$ cat src/rtl/fifo_main_gen_pkg.sv
// Shared definitions for the fifo_main_gen main-queue buffer.
// Contents: default geometry, the pause FSM state type and a helper that
// returns the width of occupancy-sized values (count and thresholds).
package fifo_main_gen_pkg;

    localparam int DEF_DATA_W = 6;
    localparam int DEF_ADDR_W = 2;

    // RUN: upstream may send; PAUSED: backpressure asserted.
    typedef enum logic [0:0] {
        ST_RUN    = 1'b0,
        ST_PAUSED = 1'b1
    } pause_st_e;

    // Occupancy spans 0..2**addr_w inclusive, so it needs one extra bit.
    function automatic int occ_w(input int addr_w);
        return addr_w + 1;
    endfunction

endpackage

$ cat src/rtl/fifo_main_gen_ram_dp.sv
// Storage array for fifo_main_gen: DEPTH x DATA_W, one write port, one read port.
// Ports: clk, wr_en/wr_addr/wr_data (synchronous write),
//        rd_addr/rd_data (combinational read; the top level registers it).
// Contents are never reset; the pointers define what is valid.
module fifo_main_gen_ram_dp #(
    parameter int DATA_W = 6,
    parameter int ADDR_W = 2
) (
    input  logic              clk,
    input  logic              wr_en,
    input  logic [ADDR_W-1:0] wr_addr,
    input  logic [DATA_W-1:0] wr_data,
    input  logic [ADDR_W-1:0] rd_addr,
    output logic [DATA_W-1:0] rd_data
);

    localparam int DEPTH = 1 << ADDR_W;

    logic [DATA_W-1:0] mem_q [0:DEPTH-1];

    // Write port: store the word on an accepted push.
    always_ff @(posedge clk) begin
        if (wr_en) begin
            mem_q[wr_addr] <= wr_data;
        end
    end

    assign rd_data = mem_q[rd_addr];

endmodule

$ cat src/rtl/fifo_main_gen.sv
// fifo_main_gen: parametrised synchronous FIFO for the main queue, between the
// packet source and the VC demux.
// Ports: clk, reset_L (async active-low), push/data_in, pop, err_clr,
//        af_thr/ae_thr (occupancy thresholds, may change live),
//        data_out/data_valid (registered read data plus 1-cycle strobe),
//        full, empty, almost_full, almost_empty, pause (hysteretic
//        backpressure), error (sticky overflow/underflow), count (0..DEPTH).
// All status outputs are registered from the next-state count so they always
// agree with count in the same cycle.
module fifo_main_gen
    import fifo_main_gen_pkg::*;
#(
    parameter int DATA_W = DEF_DATA_W,
    parameter int ADDR_W = DEF_ADDR_W
) (
    input  logic              clk,
    input  logic              reset_L,
    input  logic              push,
    input  logic              pop,
    input  logic [DATA_W-1:0] data_in,
    input  logic [ADDR_W:0]   af_thr,
    input  logic [ADDR_W:0]   ae_thr,
    input  logic              err_clr,
    output logic [DATA_W-1:0] data_out,
    output logic              data_valid,
    output logic              full,
    output logic              empty,
    output logic              almost_full,
    output logic              almost_empty,
    output logic              pause,
    output logic              error,
    output logic [ADDR_W:0]   count
);

    localparam int CW    = occ_w(ADDR_W);
    localparam int DEPTH = 1 << ADDR_W;

    logic [ADDR_W-1:0] wr_ptr_q, wr_ptr_d, rd_ptr_q, rd_ptr_d;
    logic [CW-1:0]     count_q, count_d;
    logic [DATA_W-1:0] data_out_q, data_out_d, rd_data_s;
    logic              data_valid_q, data_valid_d;
    logic              full_q, full_d, empty_q, empty_d;
    logic              af_q, af_d, ae_q, ae_d;
    logic              error_q, error_d;
    pause_st_e         pst_q, pst_d;
    logic              pop_ok_s, push_ok_s;

    // A pop frees a slot in the same cycle, so a push on full is legal alongside it.
    assign pop_ok_s  = pop & ~empty_q;
    assign push_ok_s = push & (~full_q | pop_ok_s);

    fifo_main_gen_ram_dp #(
        .DATA_W (DATA_W),
        .ADDR_W (ADDR_W)
    ) u_ram (
        .clk     (clk),
        .wr_en   (push_ok_s),
        .wr_addr (wr_ptr_q),
        .wr_data (data_in),
        .rd_addr (rd_ptr_q),
        .rd_data (rd_data_s)
    );

    // Next-state for pointers, occupancy, read data and status flags.
    always_comb begin
        wr_ptr_d     = wr_ptr_q;
        rd_ptr_d     = rd_ptr_q;
        count_d      = count_q;
        data_out_d   = data_out_q;
        data_valid_d = pop_ok_s;
        error_d      = error_q;

        if (push_ok_s) begin
            wr_ptr_d = wr_ptr_q + ADDR_W'(1);
        end else begin
            wr_ptr_d = wr_ptr_q;
        end

        if (pop_ok_s) begin
            rd_ptr_d   = rd_ptr_q + ADDR_W'(1);
            data_out_d = rd_data_s;
        end else begin
            rd_ptr_d   = rd_ptr_q;
            data_out_d = data_out_q;
        end

        case ({push_ok_s, pop_ok_s})
            2'b10:   count_d = count_q + CW'(1);
            2'b01:   count_d = count_q - CW'(1);
            default: count_d = count_q;
        endcase

        full_d  = (count_d == CW'(DEPTH));
        empty_d = (count_d == CW'(0));
        af_d    = (count_d >= af_thr);
        ae_d    = (count_d <= ae_thr) && (count_d != CW'(0));

        // Set beats clear when an overflow/underflow coincides with err_clr.
        if ((push & full_q & ~pop_ok_s) | (pop & empty_q)) begin
            error_d = 1'b1;
        end else if (err_clr) begin
            error_d = 1'b0;
        end else begin
            error_d = error_q;
        end
    end

    // Pause FSM next state: hysteresis between af_thr and ae_thr, set wins.
    always_comb begin
        pst_d = pst_q;
        if (count_d >= af_thr) begin
            pst_d = ST_PAUSED;
        end else if (count_d <= ae_thr) begin
            pst_d = ST_RUN;
        end else begin
            case (pst_q)
                ST_RUN:    pst_d = ST_RUN;
                ST_PAUSED: pst_d = ST_PAUSED;
                default:   pst_d = ST_RUN;
            endcase
        end
    end

    // State registers with asynchronous active-low reset.
    always_ff @(posedge clk or negedge reset_L) begin
        if (!reset_L) begin
            wr_ptr_q     <= '0;
            rd_ptr_q     <= '0;
            count_q      <= '0;
            data_out_q   <= '0;
            data_valid_q <= 1'b0;
            full_q       <= 1'b0;
            empty_q      <= 1'b1;
            af_q         <= 1'b0;
            ae_q         <= 1'b0;
            error_q      <= 1'b0;
            pst_q        <= ST_RUN;
        end else begin
            wr_ptr_q     <= wr_ptr_d;
            rd_ptr_q     <= rd_ptr_d;
            count_q      <= count_d;
            data_out_q   <= data_out_d;
            data_valid_q <= data_valid_d;
            full_q       <= full_d;
            empty_q      <= empty_d;
            af_q         <= af_d;
            ae_q         <= ae_d;
            error_q      <= error_d;
            pst_q        <= pst_d;
        end
    end

    assign data_out     = data_out_q;
    assign data_valid   = data_valid_q;
    assign full         = full_q;
    assign empty        = empty_q;
    assign almost_full  = af_q;
    assign almost_empty = ae_q;
    assign pause        = (pst_q == ST_PAUSED);
    assign error        = error_q;
    assign count        = count_q;

endmodule
$ cat config.mk
export PLATFORM = sky130hd
export DESIGN_NAME = fifo_main_gen
export DESIGN_NICKNAME = d
export VERILOG_FILES = /design/src/rtl/fifo_main_gen_pkg.sv /design/src/rtl/fifo_main_gen_ram_dp.sv /design/src/rtl/fifo_main_gen.sv
export SDC_FILE = /design/constraint.sdc
export NUM_CORES = 1
export LEC_CHECK = 0
export ABC_AREA = 1
export BUFFER_PORTS_ARGS = -buffer_cell sky130_fd_sc_hd__clkbuf_2
export CORE_UTILIZATION = 44
export CTS_CLUSTER_DIAMETER = 50
export DETAILED_ROUTE_END_ITERATION = 16
export GPL_TIMING_DRIVEN = 0
export PLACE_DENSITY = 0.66
export SLEW_MARGIN = 20
export SYNTH_ARGS = -nofsm -noshare
export SYNTH_HDL_FRONTEND = slang
export SYNTH_SLANG_ARGS = --single-unit
$ cat constraint.sdc
create_clock -name clk -period 5.15 [get_ports clk]
set_clock_uncertainty 0.05 [all_clocks]
set_input_delay 0 -clock clk [delete_from_list [all_inputs] [get_ports clk]]
set_output_delay 0 -clock clk [all_outputs]
set_load 0.1 [all_outputs]
# [After elaboration in Yosys (flattened, before gate mapping)]
# Memories as Yosys holds them, arrays and structs flattened. A register that Yosys moved wholly into a read port is not among the register bits.
# Index checks and enable logic that the tools add are counted.
# Widths: inputs -> output; s select.
[word_totals] reg_bits=14 ram_bits=24 input_bits=17 out_inout_bits=16 wordCells=44 n_memories=1
[mem_list] memory="u_ram.mem_q" words=4 width=6 read_ports=1 rd_ports_with_merged_regs=1 write_ports=1 line_no="fifo_main_gen_ram_dp.sv:19" rtl="logic [DATA_W-1:0] mem_q [0:DEPTH-1];"
[op_classes] addsub=4 order_cmp=2 eq_ne=3 mux=8 bitwise_logic=11 reduce_logical=5
[ops] op="$mux 1" count=6
[ops] op="$pmux 3 s2" count=1
[ops] op="$and 1x1->1" count=5
[ops] op="$add 2x1->2 const B" count=2
[ops] op="$not 1->1" count=4
[ops] op="$add 3x1->3 const B" count=1
[ops] op="$eq 3x3->1 const B" count=1
[ops] op="$ge 3x3->1" count=1
[ops] op="$le 3x3->1" count=1
[ops] op="$logic_not 3->1" count=1
[ops] op="$reduce_bool 3->1" count=1
[ops] op="$sub 3x1->3 const B" count=1
[ops] op="$eq 2x1->1 const B" count=1
[ops] op="$eq 2x2->1 const B" count=1
[ops] op="$or 1x1->1" count=2
[ops] op="$pmux 1 s2" count=1
[ops] op="$reduce_bool 2->1" count=1
[ops] op="$logic_and 1x1->1" count=1
[ops] op="$logic_not 1->1" count=1

# [Longest topological paths before layout]
[depth] ltp_word=9 mapped_depth=18 depth_no_buf=18

# [By module]
# Synthesis repeated with hierarchy kept, for this count alone.
[unflattened] hier_cells=210 hier_area_um2=2034.5
[by_module_without_submodules] mod="fifo_main_gen_ram_dp" n_inst=1 cells_per_inst=101 area_each_um2=1041.0 seq_area_each_um2=720.7
[by_module_without_submodules] mod="fifo_main_gen" n_inst=1 cells_per_inst=109 area_each_um2=993.5 seq_area_each_um2=501.7

# [Worst setup path before layout]
# Ideal clock, no wire load.
[synth_timing] path_type="reg-to-reg" startpoint="register empty_q (netlist: empty)" endpoint="register pst_q (netlist: pause)" setup_time_ns=0.132 arrival_time_ns=2.744 t_required_ns=4.968 setup_slack_ns=2.224 path_stages_with_launch=14 n_path_buf=1 synth_period_minus_slack_ns=2.926 cell_sequence="dfstp_2 > nor2_2 > clkbuf_8 > ha_1 > fa_1 > nand2_1 > nand3_1 > nand2_1 > nand2_1 > ha_1 > a21oi_1 > o21ai_0 > nand3_1 > nand3_1"
[synth_via] elab_chain_cells=9 word_cells_on_any_way=11 classes_between="order compare: 2; eq/ne: 2; mux: 3; bitwise: 4"
[synth_lines] item="start: declaration" line_no="fifo_main_gen.sv:42" rtl="logic full_q, full_d, empty_q, empty_d;"
[synth_lines] item="start signal: assignment" line_no="fifo_main_gen.sv:145" rtl="empty_q <= empty_d;"
[synth_lines] item="$not 1->1 *" line_no="fifo_main_gen.sv:49" rtl="assign pop_ok_s = pop & ~empty_q;"
[synth_lines] item="$and 1x1->1 *" line_no="fifo_main_gen.sv:49"
[synth_lines] item="via data_valid_d" line_no="fifo_main_gen.sv:41" rtl="logic data_valid_q, data_valid_d;"
[synth_lines] item="$or 1x1->1" line_no="fifo_main_gen.sv:50" rtl="assign push_ok_s = push & (~full_q | pop_ok_s);"
[synth_lines] item="$and 1x1->1" line_no="fifo_main_gen.sv:50"
[synth_lines] item="$eq 2x1->1 or $eq 2x2->1 (tied branches)" line_no="fifo_main_gen.sv:87" rtl="case ({push_ok_s, pop_ok_s})"
[synth_lines] item="$pmux 3 s2 *" line_no="fifo_main_gen.sv:87"
[synth_lines] item="via count_d[2]" line_no="fifo_main_gen.sv:39" rtl="logic [CW-1:0] count_q, count_d;"
[synth_lines] item="$le 3x3->1" line_no="fifo_main_gen.sv:113" rtl="end else if (count_d <= ae_thr) begin"
[synth_lines] item="$mux 1" line_no="fifo_main_gen.sv:113"
[synth_lines] item="$mux 1 *" line_no="fifo_main_gen.sv:111" rtl="if (count_d >= af_thr) begin"
[synth_lines] item="via pst_d" line_no="fifo_main_gen.sv:45" rtl="pause_st_e pst_q, pst_d;"
[synth_lines] item="end signal: assignment" line_no="fifo_main_gen.sv:149" rtl="pst_q <= pst_d;"
[synth_lines] item="end: declaration" line_no="fifo_main_gen.sv:45"
# Mark *: on every way through the listed nets, which the timed path passes. The rest lies on a longest branch.
# A chain may end at the register's enable or synchronous reset.

# [Worst setup path after layout]
[layout_timing] startpoint="register empty_q (netlist: empty)" endpoint="register ae_q (netlist: almost_empty)"
[layout_via] elab_chain_cells=8 word_cells_on_any_way=10 classes_between="order compare: 1; eq/ne: 2; mux: 1; bitwise: 4; reduce/logical: 2"
[layout_lines] item="$not 1->1 *" line_no="fifo_main_gen.sv:49"
[layout_lines] item="$and 1x1->1 *" line_no="fifo_main_gen.sv:49"
[layout_lines] item="$or 1x1->1" line_no="fifo_main_gen.sv:50"
[layout_lines] item="$and 1x1->1" line_no="fifo_main_gen.sv:50"
[layout_lines] item="$eq 2x1->1 or $eq 2x2->1 (tied branches)" line_no="fifo_main_gen.sv:87"
[layout_lines] item="$pmux 3 s2 *" line_no="fifo_main_gen.sv:87"
[layout_lines] item="via count_d[2]" line_no="fifo_main_gen.sv:39"
[layout_lines] item="$le 3x3->1 or $reduce_bool 3->1 (tied branches)" line_no="fifo_main_gen.sv:96" rtl="ae_d = (count_d <= ae_thr) && (count_d != CW'(0));"
[layout_lines] item="$logic_and 1x1->1 *" line_no="fifo_main_gen.sv:96"
[layout_lines] item="via ae_d" line_no="fifo_main_gen.sv:43" rtl="logic af_q, af_d, ae_q, ae_d;"
[layout_lines] item="end signal: assignment" line_no="fifo_main_gen.sv:135" rtl="ae_q <= 1'b0;"
[layout_lines] item="end signal: assignment" line_no="fifo_main_gen.sv:147" rtl="ae_q <= ae_d;"
[layout_lines] item="end: declaration" line_no="fifo_main_gen.sv:43"
# Marked as above.

==> results.json <==
{
  "start_util_pct": 47.2,
  "clk_pin_slew_ns": 0.09,
  "htree_levels": 2,
  "num_rows": 23,
  "antenna_found_initial": 0,
  "syn_nets": 215,
  "io-pin-count": 33,
  "end_kind": "register",
  "cts_root_buf": "clkbuf_8",
  "setup_viol": 0,
  "r2r_end": "almost_empty",
  "dieHeight_microns": 68.7,
  "final.setup.tns_ns": 0,
  "first_pass_iters": 4,
  "postSynthAreaPerCell_sq_um": 10.5,
  "nets": 264,
  "track_usage_pct": 18.2,
  "diodes": 0,
  "worst_ep_required_time_ns": 5.30,
  "rrSetupSlack_ns": 2.37,
  "post_drt_via_cell_ratio": 4.68,
  "yosysSeqAreaShare_pct": 62.5,
  "fmax_ghz": 0.360,
  "area_growth_pct": 22.4,
  "cts_tree": "done",
  "grt_first_pass_wirelength_microns": 5840,
  "crit_family": "adder cells",
  "ys_ff_latch": 44,
  "grt_max_degree": 21,
  "cp_slowest_cell": "fa_1",
  "worstHoldStart": "af_thr[2]",
  "cap_violations": 0,
  "gp_congestion": 0.795,
  "worstPathCellList": "nor2_2 -> inv_2 -> nand2_1 -> nand2_2 -> ha_1 -> fa_1 -> nand2_1 -> nand3_1 -> nand2_1 -> nand2_1 -> ha_1 -> nand2_1 -> o21ai_0 -> nand2_1 -> nand2_1 -> inv_1",
  "cp-start-kind": "register",
  "clockBufferDepth": 2,
  "wl_per_cell_microns": 12.0,
  "holdPathStages": 5,
  "arrival_ns": 2.93,
  "grt_pass1_vias": 1270,
  "final_hold_viol_count": 0,
  "hpwl_microns": 2470,
  "drive_gt1_share_pct": 21.2,
  "relSlewSlack_pct": 61.6,
  "ant_nets": 0,
  "ys_types": 21,
  "max_stage_delay_ns": 0.39,
  "cts_resized": 0,
  "hold_class": "primary input to register",
  "final.fill_count": 353,
  "post_synth_instance_area_sq_um": 1960,
  "post-cts-setup-buffers": 0,
  "drc": 0,
  "r2r_cells": 16,
  "outcome": "completed",
  "core_sq_um": 4140,
  "io_buffer_count": 32,
  "cts_hold_buf": 10,
  "dieArea_sq_um": 4710,
  "critical_path_buf_inv_count": 2,
  "crit_top_cell": "nand2_1",
  "hold-path-endpoint": "almost_full",
  "cts_made_buffers": 5,
  "crit_type": "register to register",
  "die_w_microns": 68.7,
  "final_max_slew_viol_count": 0,
  "clock_sink_count": 44,
  "min_period_ns": 2.78,
  "crit_fanout": 7,
  "syn_inst": 186,
  "finalCritPeriodShare_pct": 54.0,
  "wl_microns": 3440,
  "synth_warnings": 0,
  "rsz0062_at_grt": "no",
  "grt_overflow_total": 0,
  "first_iter_violations": 47,
  "r2r-start": "empty",
  "tightest_slew_ns": 0.573,
  "clk_latency_ns": 0.30,
  "via_count": 1339
}
==> layout by cell type, fill, tap and decap left out, types with 2 or more instances in the layout <==
master and n:
inv_2 4, xor2_1 3, dfrtp_1 19, ha_1 11
edfxtp_1 24, a21boi_0 2, clkbuf_2 32, nor2_1 29
clkbuf_8 6, buf_6 2, o21ai_0 4, nand2_1 42
o21ai_1 10, dlygate4sd3_1 10, inv_1 21, nand3_1 7
==> final cells by class <==
class / count / area (sq um) / share of cell area (%)
inverters: 25 / 93.8 / 3.92
plain buffers: 3 / 36.3 / 1.52
multi-input cells: 114 / 603 / 25.2
clock buffers: 5 / 68.8 / 2.88
flip-flops and latches: 44 / 1220 / 51.1
repair buffers: 42 / 260 / 10.9
well taps: 50 / 62.6 / 2.61
clock inverters: 3 / 46.3 / 1.93
==> logic make-up (layout without fill, tap and decap cells) <==
logic type      after synthesis  count (layout)  synth area share, %
compound gates               18              18                 5.05
flops                        44              44                 62.5
xor+xnor                      3               3                 1.34
simple gates                 81              81                 16.4
buf+inv                      28              78                 6.65
fa+ha+maj                    12              12                 8.06
==> worst reg2reg max path, cell delays in order (launching register included) <==
cell     delay (ns)
dfstp_2        0.38
nor2_2         0.13
inv_2          0.09
nand2_1        0.12
nand2_2        0.12
ha_1           0.24
fa_1           0.39
nand2_1        0.10
nand3_1        0.08
nand2_1        0.09
nand2_1        0.11
ha_1           0.34
nand2_1        0.06
o21ai_0        0.20
nand2_1        0.09
nand2_1        0.07
inv_1          0.03
==> cell usage after synthesis, drive strengths merged <==
master | instances | area (sq um)
ha | 11 | 138
buf | 2 | 22.5
dfstp | 1 | 26.3
inv | 25 | 93.8
a21boi | 2 | 15.0
fa | 1 | 20.0
a21oi | 1 | 5.00
nand3 | 7 | 35.0
nand4 | 1 | 6.26
o221ai | 1 | 8.76
o21ai | 14 | 70.1
clkbuf | 1 | 13.8
xor2 | 3 | 26.3
dfrtp | 19 | 475
nand2 | 43 | 164
edfxtp | 24 | 721
nor2 | 30 | 115
==> routing by layer <==
| layer | global-route usage [%] | part of all wire, % | vias up |
|---|---|---|---|
| met5 | 0 | 0 | - |
| met4 | 10.2 | 2.2 | 0 |
| met3 | 5.43 | 3.6 | 5 |
| met2 | 28.6 | 48 | 23 |
| met1 | 22.4 | 46 | 612 |
| li1 | - | - | 699 |
==> flip-flops by register name, summed over array words and instances (netlist names) <==
name          count
u_ram.mem_q      24
empty             1
full              1
count             3
rd_ptr_q          2
data_out          6
wr_ptr_q          2
pause             1
almost_empty      1
almost_full       1
data_valid        1
error             1
==> how the worst max path moves through the flow <==
stage,from,end,slack [ns],cells after the start
finish,empty,almost_empty,2.37,16
CTS,empty,almost_empty,2.34,16
global route,empty,almost_empty,2.12,16
detailed placement,empty,almost_empty,2.37,16
floorplan,empty,pause,2.22,13
global placement,empty,almost_empty,2.40,16
==> per-stage QoR <==
stage / util (%) / setup slack (ns) / instance area [sq um] / hold slack, ns / cells
2_1_floorplan: - / 2.22 / 1960 / -0.346 / 186
3_3_place_gp: 52.6 / 2.40 / 2180 / -0.0617 / 268
3_5_place_dp: 52.6 / 2.37 / 2180 / -0.0617 / 268
4_1_cts: 57.8 / 2.34 / 2390 / 0.0219 / 286
5_1_grt: 57.8 / 2.12 / 2390 / 0.0358 / 286
6_report: 57.8 / 2.37 / 2390 / 0.0303 / 286
Power is left out: the tool's default activity adds up to more than one toggle a clock period on the data nets, which glitch-free logic cannot reach.
